===== config.mk =====
export PLATFORM = sky130hd
export DESIGN_NAME = div_seq_flat
export DESIGN_NICKNAME = d
export VERILOG_FILES = /design/src/rtl/div_seq_if.sv /design/src/rtl/div_seq.sv /design/src/flat_wrapper.sv
export SDC_FILE = /design/constraint.sdc
export NUM_CORES = 1
export LEC_CHECK = 0
export CAP_MARGIN = 25
export CORE_UTILIZATION = 45
export CTS_CLUSTER_SIZE = 12
export DETAILED_ROUTE_END_ITERATION = 8
export PLACE_DENSITY = 0.75
export SYNTH_ARGS = -nofsm -noshare
export SYNTH_HDL_FRONTEND = slang
export SYNTH_SLANG_ARGS = --single-unit

===== constraint.sdc =====
create_clock -name i_clk -period 7.5 [get_ports i_clk]
set_input_delay 1.5 -clock i_clk [delete_from_list [all_inputs] [get_ports i_clk]]
set_output_delay 1.5 -clock i_clk [all_outputs]
set_load 0.01 [all_outputs]

===== src/rtl/div_seq_if.sv =====
// Handshake/bus bundle between the CPU controller and the sequential divider.
// Latency: n/a (wiring only).
// Backpressure: none; the controller watches busy and ignores q/r until done.
//
// Signals:
//   dividend, divisor, is_signed, start : controller -> divider, sampled on start
//   q, r, div_zero                      : divider -> controller, held until next done
//   busy, done                          : divider -> controller status
interface div_seq_if #(
  parameter int WIDTH = 32
);
  logic [WIDTH-1:0] dividend;
  logic [WIDTH-1:0] divisor;
  logic             is_signed;
  logic             start;
  logic [WIDTH-1:0] q;
  logic [WIDTH-1:0] r;
  logic             busy;
  logic             done;
  logic             div_zero;

  // Controller side.
  modport master (
    output dividend, divisor, is_signed, start,
    input  q, r, busy, done, div_zero
  );

  // Divider side.
  modport slave (
    input  dividend, divisor, is_signed, start,
    output q, r, busy, done, div_zero
  );
endinterface


===== src/rtl/div_seq.sv =====
// Multi-cycle signed/unsigned integer divider (non-restoring, one bit per cycle).
// Latency: start on edge 0, q/r/div_zero/done valid after edge WIDTH+1.
// Backpressure: busy high while in flight; start is ignored (not queued) while busy.
//
// Ports:
//   i_clk   : rising-edge clock
//   i_rst   : asynchronous active-high reset, aborts any operation without done
//   io_div  : div_seq_if slave modport (operands/mode/start in, q/r/flags out)
module div_seq #(
  parameter int WIDTH = 32,
  parameter int CNT_W = $clog2(WIDTH) + 1
) (
  input  logic      i_clk,
  input  logic      i_rst,
  div_seq_if.slave  io_div
);

  localparam logic [1:0] S_IDLE = 2'd0;
  localparam logic [1:0] S_CALC = 2'd1;
  localparam logic [1:0] S_FIX  = 2'd2;

  logic [1:0]       r_state;
  logic [CNT_W-1:0] r_cnt;
  // Partial remainder, two's complement, one bit wider than the operands.
  logic [WIDTH:0]   r_prem;
  // Dividend magnitude shifts out of the top while quotient bits shift in below.
  logic [WIDTH-1:0] r_quo;
  logic [WIDTH-1:0] r_dsr;
  // Untouched dividend, returned as the remainder on divide-by-zero.
  logic [WIDTH-1:0] r_dvd_raw;
  logic             r_sign_q;
  logic             r_sign_r;
  logic             r_zero;

  logic [WIDTH-1:0] r_q;
  logic [WIDTH-1:0] r_r;
  logic             r_busy;
  logic             r_done;
  logic             r_div_zero;

  logic             w_dvd_neg;
  logic             w_dsr_neg;
  logic [WIDTH-1:0] w_dvd_mag;
  logic [WIDTH-1:0] w_dsr_mag;
  logic [WIDTH:0]   w_prem_sh;
  logic [WIDTH:0]   w_prem_nxt;
  logic [WIDTH-1:0] w_rem_mag;
  logic [WIDTH-1:0] w_q_fin;
  logic [WIDTH-1:0] w_r_fin;
  logic             w_last;

  // Sign handling only applies in signed mode; unsigned operands with the
  // MSB set are full-range magnitudes. |MIN| = 2^(WIDTH-1) still fits as an
  // unsigned WIDTH-bit magnitude, so negation needs no special case.
  assign w_dvd_neg = io_div.is_signed & io_div.dividend[WIDTH-1];
  assign w_dsr_neg = io_div.is_signed & io_div.divisor[WIDTH-1];
  assign w_dvd_mag = w_dvd_neg ? -io_div.dividend : io_div.dividend;
  assign w_dsr_mag = w_dsr_neg ? -io_div.divisor  : io_div.divisor;

  // Non-restoring step: shift in next dividend bit, then subtract when the
  // partial remainder is non-negative, add when it is negative. Arithmetic
  // wraps mod 2^(WIDTH+1); the post-step value always lies in [-D, D).
  assign w_prem_sh  = {r_prem[WIDTH-1:0], r_quo[WIDTH-1]};
  assign w_prem_nxt = r_prem[WIDTH] ? (w_prem_sh + {1'b0, r_dsr})
                                    : (w_prem_sh - {1'b0, r_dsr});

  assign w_last = (r_cnt == CNT_W'(WIDTH - 1));

  // Corrected remainder is in [0, D), so WIDTH-bit wrapping addition is exact.
  assign w_rem_mag = r_prem[WIDTH] ? (r_prem[WIDTH-1:0] + r_dsr)
                                   : r_prem[WIDTH-1:0];

  // Quotient truncates toward zero; remainder follows the dividend's sign.
  // MIN / -1 falls out naturally: magnitude 2^(WIDTH-1) negates to itself.
  always_comb begin
    w_q_fin = r_sign_q ? -r_quo : r_quo;
    w_r_fin = r_sign_r ? -w_rem_mag : w_rem_mag;
    if (r_zero) begin
      w_q_fin = '1;
      w_r_fin = r_dvd_raw;
    end
  end

  always_ff @(posedge i_clk or posedge i_rst) begin
    if (i_rst) begin
      r_state    <= S_IDLE;
      r_cnt      <= '0;
      r_prem     <= '0;
      r_quo      <= '0;
      r_dsr      <= '0;
      r_dvd_raw  <= '0;
      r_sign_q   <= 1'b0;
      r_sign_r   <= 1'b0;
      r_zero     <= 1'b0;
      r_q        <= '0;
      r_r        <= '0;
      r_busy     <= 1'b0;
      r_done     <= 1'b0;
      r_div_zero <= 1'b0;
    end else begin
      r_done <= 1'b0;
      case (r_state)
        S_IDLE: begin
          if (io_div.start) begin
            r_state   <= S_CALC;
            r_busy    <= 1'b1;
            r_cnt     <= '0;
            r_prem    <= '0;
            r_quo     <= w_dvd_mag;
            r_dsr     <= w_dsr_mag;
            r_dvd_raw <= io_div.dividend;
            r_sign_q  <= w_dvd_neg ^ w_dsr_neg;
            r_sign_r  <= w_dvd_neg;
            r_zero    <= (io_div.divisor == '0);
          end
        end
        S_CALC: begin
          r_prem <= w_prem_nxt;
          r_quo  <= {r_quo[WIDTH-2:0], ~w_prem_nxt[WIDTH]};
          r_cnt  <= r_cnt + CNT_W'(1);
          if (w_last) begin
            r_state <= S_FIX;
          end
        end
        S_FIX: begin
          r_q        <= w_q_fin;
          r_r        <= w_r_fin;
          r_div_zero <= r_zero;
          r_done     <= 1'b1;
          r_busy     <= 1'b0;
          r_state    <= S_IDLE;
        end
        default: begin
          r_state <= S_IDLE;
          r_busy  <= 1'b0;
        end
      endcase
    end
  end

  assign io_div.q        = r_q;
  assign io_div.r        = r_r;
  assign io_div.busy     = r_busy;
  assign io_div.done     = r_done;
  assign io_div.div_zero = r_div_zero;

endmodule


===== src/flat_wrapper.sv =====
// flat-port wrapper written by rule: the top's interface ports become plain ports
module div_seq_flat 
#(
  parameter int WIDTH = 32,
  parameter int CNT_W = $clog2(WIDTH) + 1
)
  (i_clk, i_rst, io_div_dividend, io_div_divisor, io_div_is_signed, io_div_start, io_div_q, io_div_r, io_div_busy, io_div_done, io_div_div_zero);
  div_seq_if #(.WIDTH(WIDTH)) io_div_i ();
  input  logic i_clk;
  input  logic i_rst;
  input wire logic [$bits(io_div_i.dividend)-1:0] io_div_dividend;
  input wire logic [$bits(io_div_i.divisor)-1:0] io_div_divisor;
  input wire logic [$bits(io_div_i.is_signed)-1:0] io_div_is_signed;
  input wire logic [$bits(io_div_i.start)-1:0] io_div_start;
  output wire logic [$bits(io_div_i.q)-1:0] io_div_q;
  output wire logic [$bits(io_div_i.r)-1:0] io_div_r;
  output wire logic [$bits(io_div_i.busy)-1:0] io_div_busy;
  output wire logic [$bits(io_div_i.done)-1:0] io_div_done;
  output wire logic [$bits(io_div_i.div_zero)-1:0] io_div_div_zero;
  assign io_div_i.dividend = io_div_dividend;
  assign io_div_i.divisor = io_div_divisor;
  assign io_div_i.is_signed = io_div_is_signed;
  assign io_div_i.start = io_div_start;
  assign io_div_q = io_div_i.q;
  assign io_div_r = io_div_i.r;
  assign io_div_busy = io_div_i.busy;
  assign io_div_done = io_div_i.done;
  assign io_div_div_zero = io_div_i.div_zero;
  div_seq #(.WIDTH(WIDTH), .CNT_W(CNT_W)) u_core (.i_clk(i_clk), .i_rst(i_rst), .io_div(io_div_i));
endmodule

* Word-level counts from Yosys, hierarchy flattened *
Cells that the tools add are included.

storage, ports and cells
  register bits = 207
  input bits = 68
  output and inout port bits = 67
  logic and storage cells = 59

cells by class
  $add $sub $neg = 8
  equality and inequality tests = 5
  muxes and demuxes = 20
  bitwise gates (word level) = 5
  reductions and logical operators = 7

operator list
  operator                                                                 number
  32-bit 2-to-1 mux                                                        8
  32-bit negation                                                          4
  33-bit 2-to-1 mux                                                        2
  33-bit one-hot mux with 2 select lines                                   1
  32-bit one-hot mux with 2 select lines                                   1
  33-bit by 32-bit adder with 33-bit output                                1
  33-bit by 32-bit subtractor with 33-bit output                           1
  32-bit adder                                                             1
  32-bit logical NOT                                                       1
  6-bit one-hot mux with 2 select lines                                    1
  2-bit AND reduction                                                      4
  6-bit by 1-bit adder with 6-bit output, second input constant            1
  6-bit by 5-bit equality test with 1-bit output, second input constant    1
  6-bit 2-to-1 mux                                                         1
  2-bit 2-to-1 mux                                                         2
  2-bit one-hot mux with 2 select lines                                    1
  1-bit AND                                                                2
  2-bit by 1-bit equality test with 1-bit output, second input constant    1
  2-bit equality test, second input constant                               1
  2-bit logical NOT                                                        1
  1-bit 2-to-1 mux                                                         2
  2-bit by 1-bit inequality test with 1-bit output, second input constant  1
  2-bit inequality test, second input constant                             1
  1-bit inverter                                                           2
  3 further kinds                                                          3

* Depth between registers and ports, before layout *
  depth after elaboration = 5
  mapped depth = 21
  gate-level depth less buffers = 21

* Least setup slack after synthesis *
OpenSTA, ideal clock, no wires.

  kind = register -> register
  from = register u_core.r_prem[32]
  to = register u_core.r_prem[26]
  setup time = 0.122 ns
  arrival time = 4.700 ns
  data required time = 7.378 ns
  path slack = 2.679 ns
  stages on the path, launching flop included = 20
  buffers on the path = 5
  period minus slack after synthesis = 4.821 ns
  cells stage by stage = dfrtp_1 -> buf_2 -> buf_1 -> buf_1 -> buf_1 -> buf_1 -> nor2_1 -> xor2_1 -> ha_1 -> nor2b_1 -> o21ai_0 -> a21boi_0 -> o41a_1 -> a41o_1 -> a41oi_1 -> a211oi_1 -> o31ai_1 -> a211oi_1 -> or3_1 -> a32o_1

on the way
  longest elaborated chain between the ends = 2

RTL lines
  element                                 RTL line        text
  start, declared                         div_seq.sv:25   logic [WIDTH:0] r_prem;
  start signal, assigned                  div_seq.sv:118  r_prem <= w_prem_nxt;
  33-bit 2-to-1 mux                       div_seq.sv:64   assign w_prem_nxt = r_prem[WIDTH] ? (w_prem_sh + {1'b0, r_dsr})
  33-bit one-hot mux with 2 select lines  div_seq.sv:102  case (r_state)

Every way passes these cells.
A chain may end at the register's enable or synchronous reset.

* Worst setup path in the final report *
  from = register u_core.r_dsr[4]
  to = register u_core.r_prem[31]

on the way
  longest elaborated chain between the ends = 3
  elaborated cells between the ends (all ways) = 4
  those cells by class = 2 x add/sub; 2 x mux

RTL lines
  element                                                                                                      RTL line                      text
  start, declared                                                                                              div_seq.sv:28                 logic [WIDTH-1:0] r_dsr;
  start signal, assigned                                                                                       div_seq.sv:110                r_dsr <= w_dsr_mag;
  33-bit by 32-bit subtractor with 33-bit output or 33-bit by 32-bit adder with 33-bit output (tied branches)  div_seq.sv:65, div_seq.sv:64
  33-bit 2-to-1 mux (*)                                                                                        div_seq.sv:64
  33-bit one-hot mux with 2 select lines (*)                                                                   div_seq.sv:102

Mark *: on every way between the ends. The rest lies on a longest branch, timed or not.

==> run_results.csv <==
group,metric,value,unit
status,status,"finished, final reports clean",
detailed_routing,drt_iter0_markers,1273,
floorplan,rows,66,
yosys,synth_area,14970,µm²
detailed_routing,via_per_inst,5.846,
timing,setup_slack,2.850,ns
setup_path,r2r-start,"u_core.r_dsr[4]",
layout,drive_above_1_share,0.04337,
timing,fin_crit_sh,0.6200,
layout,fin_nets,2062,
layout,filler_cell_count,3065,
clocking,clk_pin_slew_worst_paths,0.06,ns
power,p_leak,7.431,nW
detailed_routing,drc,0,
setup_path,reg2reg_depth,17,
floorplan,pin_count,135,
yosys,ys_types,72,
timing,slew_viol_final,0,
timing,fin_crit,4.650,ns
clocking,cts-root-buf,"clkbuf_16",
layout,area_growth,16.66,%
floorplan,die_y,184.4,µm
layout,layout.area.seq,5182,µm²
detailed_routing,dr.pass1.iters,5,
setup_path,critPathLaunchType,"flop",
timing,maxSlewHeadroom,0.2972,
yosys,synth_fp_nets,1980,
clocking,post-cts-setup-buffer-count,0,
clocking,numCtsBuffers,24,
floorplan,dieArea,34000,µm²
power,powerDensity,552.5,nW/µm²
yosys,synth_enable_flop_cells,0,
grt,grt.overflow.total,0,
layout,post-route-util,0.5354,
place,placed_area,16640,µm²
clocking,htreeDepth,1,
power,max-vdd-ir-drop,0.0002337,V
setup_path,critical_path.max_fanout,4,
yosys,syn_inst,1841,
setup_path,endpoint_kind,"flop",
detailed_routing,wl_per_cell,17.98,µm
place,gp_congestion,0.9035,
clocking,ctsHoldBuffers,0,
timing,finalSetupTns,0,ns
layout,multi_input_area,9306,µm²
yosys,yosysWarnings,0,
layout,stdcell_area,17460,µm²
detailed_routing,routed-via-count,13910,
worst_hold_path,hold_class,"flop to flop",
detailed_routing,postRouteAntennaNets,0,
place,dp.cells,2337,
setup_path,crit_end,"u_core.r_prem[31]",
setup_path,critPathKind,"flop to flop",
floorplan,die_w,184.4,µm
grt,grt_pass1_vias,13180,
timing,fin_worst_skew,0.01743,ns
yosys,syn_avg_cell_area,8.131,µm²
clocking,clock_latency,0.53,ns
clocking,clock_sinks,207,
setup_path,critPathRequiredTime,7.91,ns
grt,grt_pass1_wl,69.77,mm
setup_path,r2r_setup_slack,2.85,ns
yosys,async_reset_ff_frac,1.000,
clocking,cts_tree,"done",
grt,antenna_found_initial,0,
timing,setup_viol,0,
layout,final_cells,2379,
clocking,clockBufferDepth,3,
run,drv_cap,0,
grt,grt_usage,0.2557,
timing,worst_pin_slew,1.041,ns
timing,fmax,0.2151,GHz
timing,hold_violations,0,
place,dp_hpwl,32.06,mm
detailed_routing,wirelength,42.78,mm
place,pre_cts_ws,2.959,ns
timing,rsz0062_at_grt,"false",
floorplan,core_area,32620,µm²
clocking,ctsResizeCount,0,
setup_path,r2r_end,"u_core.r_prem[31]",
yosys,synth-seq-cells,207,
yosys,ys_seq_area_frac,0.3460,
grt,grt_max_degree,147,
floorplan,start_util,0.4589,
setup_path,cp_data_arrival_time,5.06,ns
yosys,synthFlopType,"dfrtp_1",
layout,diodes,0,
place,port_buffers,134,
setup_path,critPathLaunch,"u_core.r_dsr[4]",
==> registers in the layout, indices dropped and copies added, names as in the netlist <==
signal	cells
u_core.r_state	2
u_core.r_dvd_raw	32
u_core.io_div.busy	1
u_core.r_zero	1
u_core.io_div.r	32
u_core.r_sign_r	1
u_core.io_div.q	32
u_core.io_div.done	1
u_core.r_prem	33
u_core.r_cnt	6
u_core.r_dsr	32
u_core.io_div.div_zero	1
u_core.r_quo	32
u_core.r_sign_q	1
==> kinds of logic after synthesis <==
family / count (synthesis) / share of synthesized area
AOI/OAI and AO/OA: 590 / 0.2417
xor gates and xnor gates: 189 / 0.1106
adders and majority gates: 71 / 0.06035
buffers and inverters: 135 / 0.03435
DFF: 207 / 0.3460
muxes: 22 / 0.01496
and+or+nand+nor: 627 / 0.1920
==> cells in the mapped netlist (all sizes together) (15+ instances only) <==
library cell,instances,area [µm²]
a21o,25,187.7
a21oi,174,870.8
a22oi,26,195.2
buf,16,67.57
clkbuf,76,285.3
dfrtp,207,5180
ha,69,863.3
inv,42,157.7
mux2i,19,190.2
nand2,269,1010
nand2b,17,106.4
nand3,23,115.1
nor2,145,544.3
nor3,59,306.5
nor4,16,100.1
o21ai,189,945.9
o31ai,34,265.3
or3,25,171.4
or4,15,135.1
xnor2,82,718.2
xor2,107,937.2
==> where the power goes <==
group	internal, W	leakage [nW]	switching, W
Sequential	0.00160	2.63	0.000631
Clock	0.000685	0.378	0.000470
Combinational	0.00267	4.42	0.00360
Total	0.00495	7.43	0.00470
==> metrics by stage <==
step	total power, W	hold WS, ns
6_report	0.009649	0.4751
4_1_cts	0.009582	0.4774
5_1_grt	0.01054	0.5061
3_5_place_dp	0.008372	0.4608
3_3_place_gp	0.008226	0.4555
2_1_floorplan	0.006885	0.4370
==> cells in the final DEF (no fill, tap or decap), types with 26 or more instances in the layout <==
cell and instances:
a21oi_1 174, inv_1 41, xor2_1 107, ha_1 69
nand2_1 269, xnor2_1 82, nor3_1 58, o21ai_0 184
o31ai_1 32, a22oi_1 26, nor2_1 142, clkdlybuf4s50_1 134
dfrtp_1 205
==> layout make-up <==
type / count / share of cell area
tap: 442 / 0.03167
timing repair buffer: 148 / 0.08469
clock buffer: 31 / 0.03762
inverter: 43 / 0.009673
multi-input combinational: 1499 / 0.5329
clock inverter: 9 / 0.006663
sequential: 207 / 0.2968
==> worst min path at each step <==
stage	slack (ns)	end	cells after the start	from
after floorplan	0.44	u_core.r_dvd_raw[31]	2	u_core.r_dvd_raw[31]
after global placement	0.46	u_core.r_dvd_raw[22]	2	u_core.r_dvd_raw[22]
after global routing	0.51	u_core.r_dvd_raw[22]	2	u_core.r_dvd_raw[22]
final	0.48	u_core.r_dvd_raw[19]	2	u_core.r_dvd_raw[19]
after detailed placement	0.46	u_core.r_dvd_raw[22]	2	u_core.r_dvd_raw[22]
after CTS	0.48	u_core.r_dvd_raw[19]	2	u_core.r_dvd_raw[19]
==> per-layer routing <==
| layer | vias up | global-route usage | part of all wire |
|---|---|---|---|
| li1 | 6764 | - | - |
| met1 | 6573 | 0.3606 | 0.46 |
| met2 | 492 | 0.4107 | 0.45 |
| met3 | 78 | 0.02707 | 0.062 |
| met4 | 0 | 0.07867 | 0.033 |
| met5 | - | 0 | 0 |
==> critical path, cell delays in order, from the launching register on <==
cell and delay (ns):
dfrtp_1 0.43, nor3_1 0.37, nand2_1 0.09, nor3_1 0.40, nor2_1 0.11, xnor2_1 0.16, ha_1 0.36, nand2_1 0.09
nor2_1 0.15, nand2_1 0.07, o31ai_1 0.54, nor3b_1 0.34, o211ai_1 0.20, a211oi_1 0.34, nor3_1 0.12, o41ai_1 0.45
xor2_1 0.11, a22o_1 0.20
No activity file was read; power rests on OpenSTA's default activity.
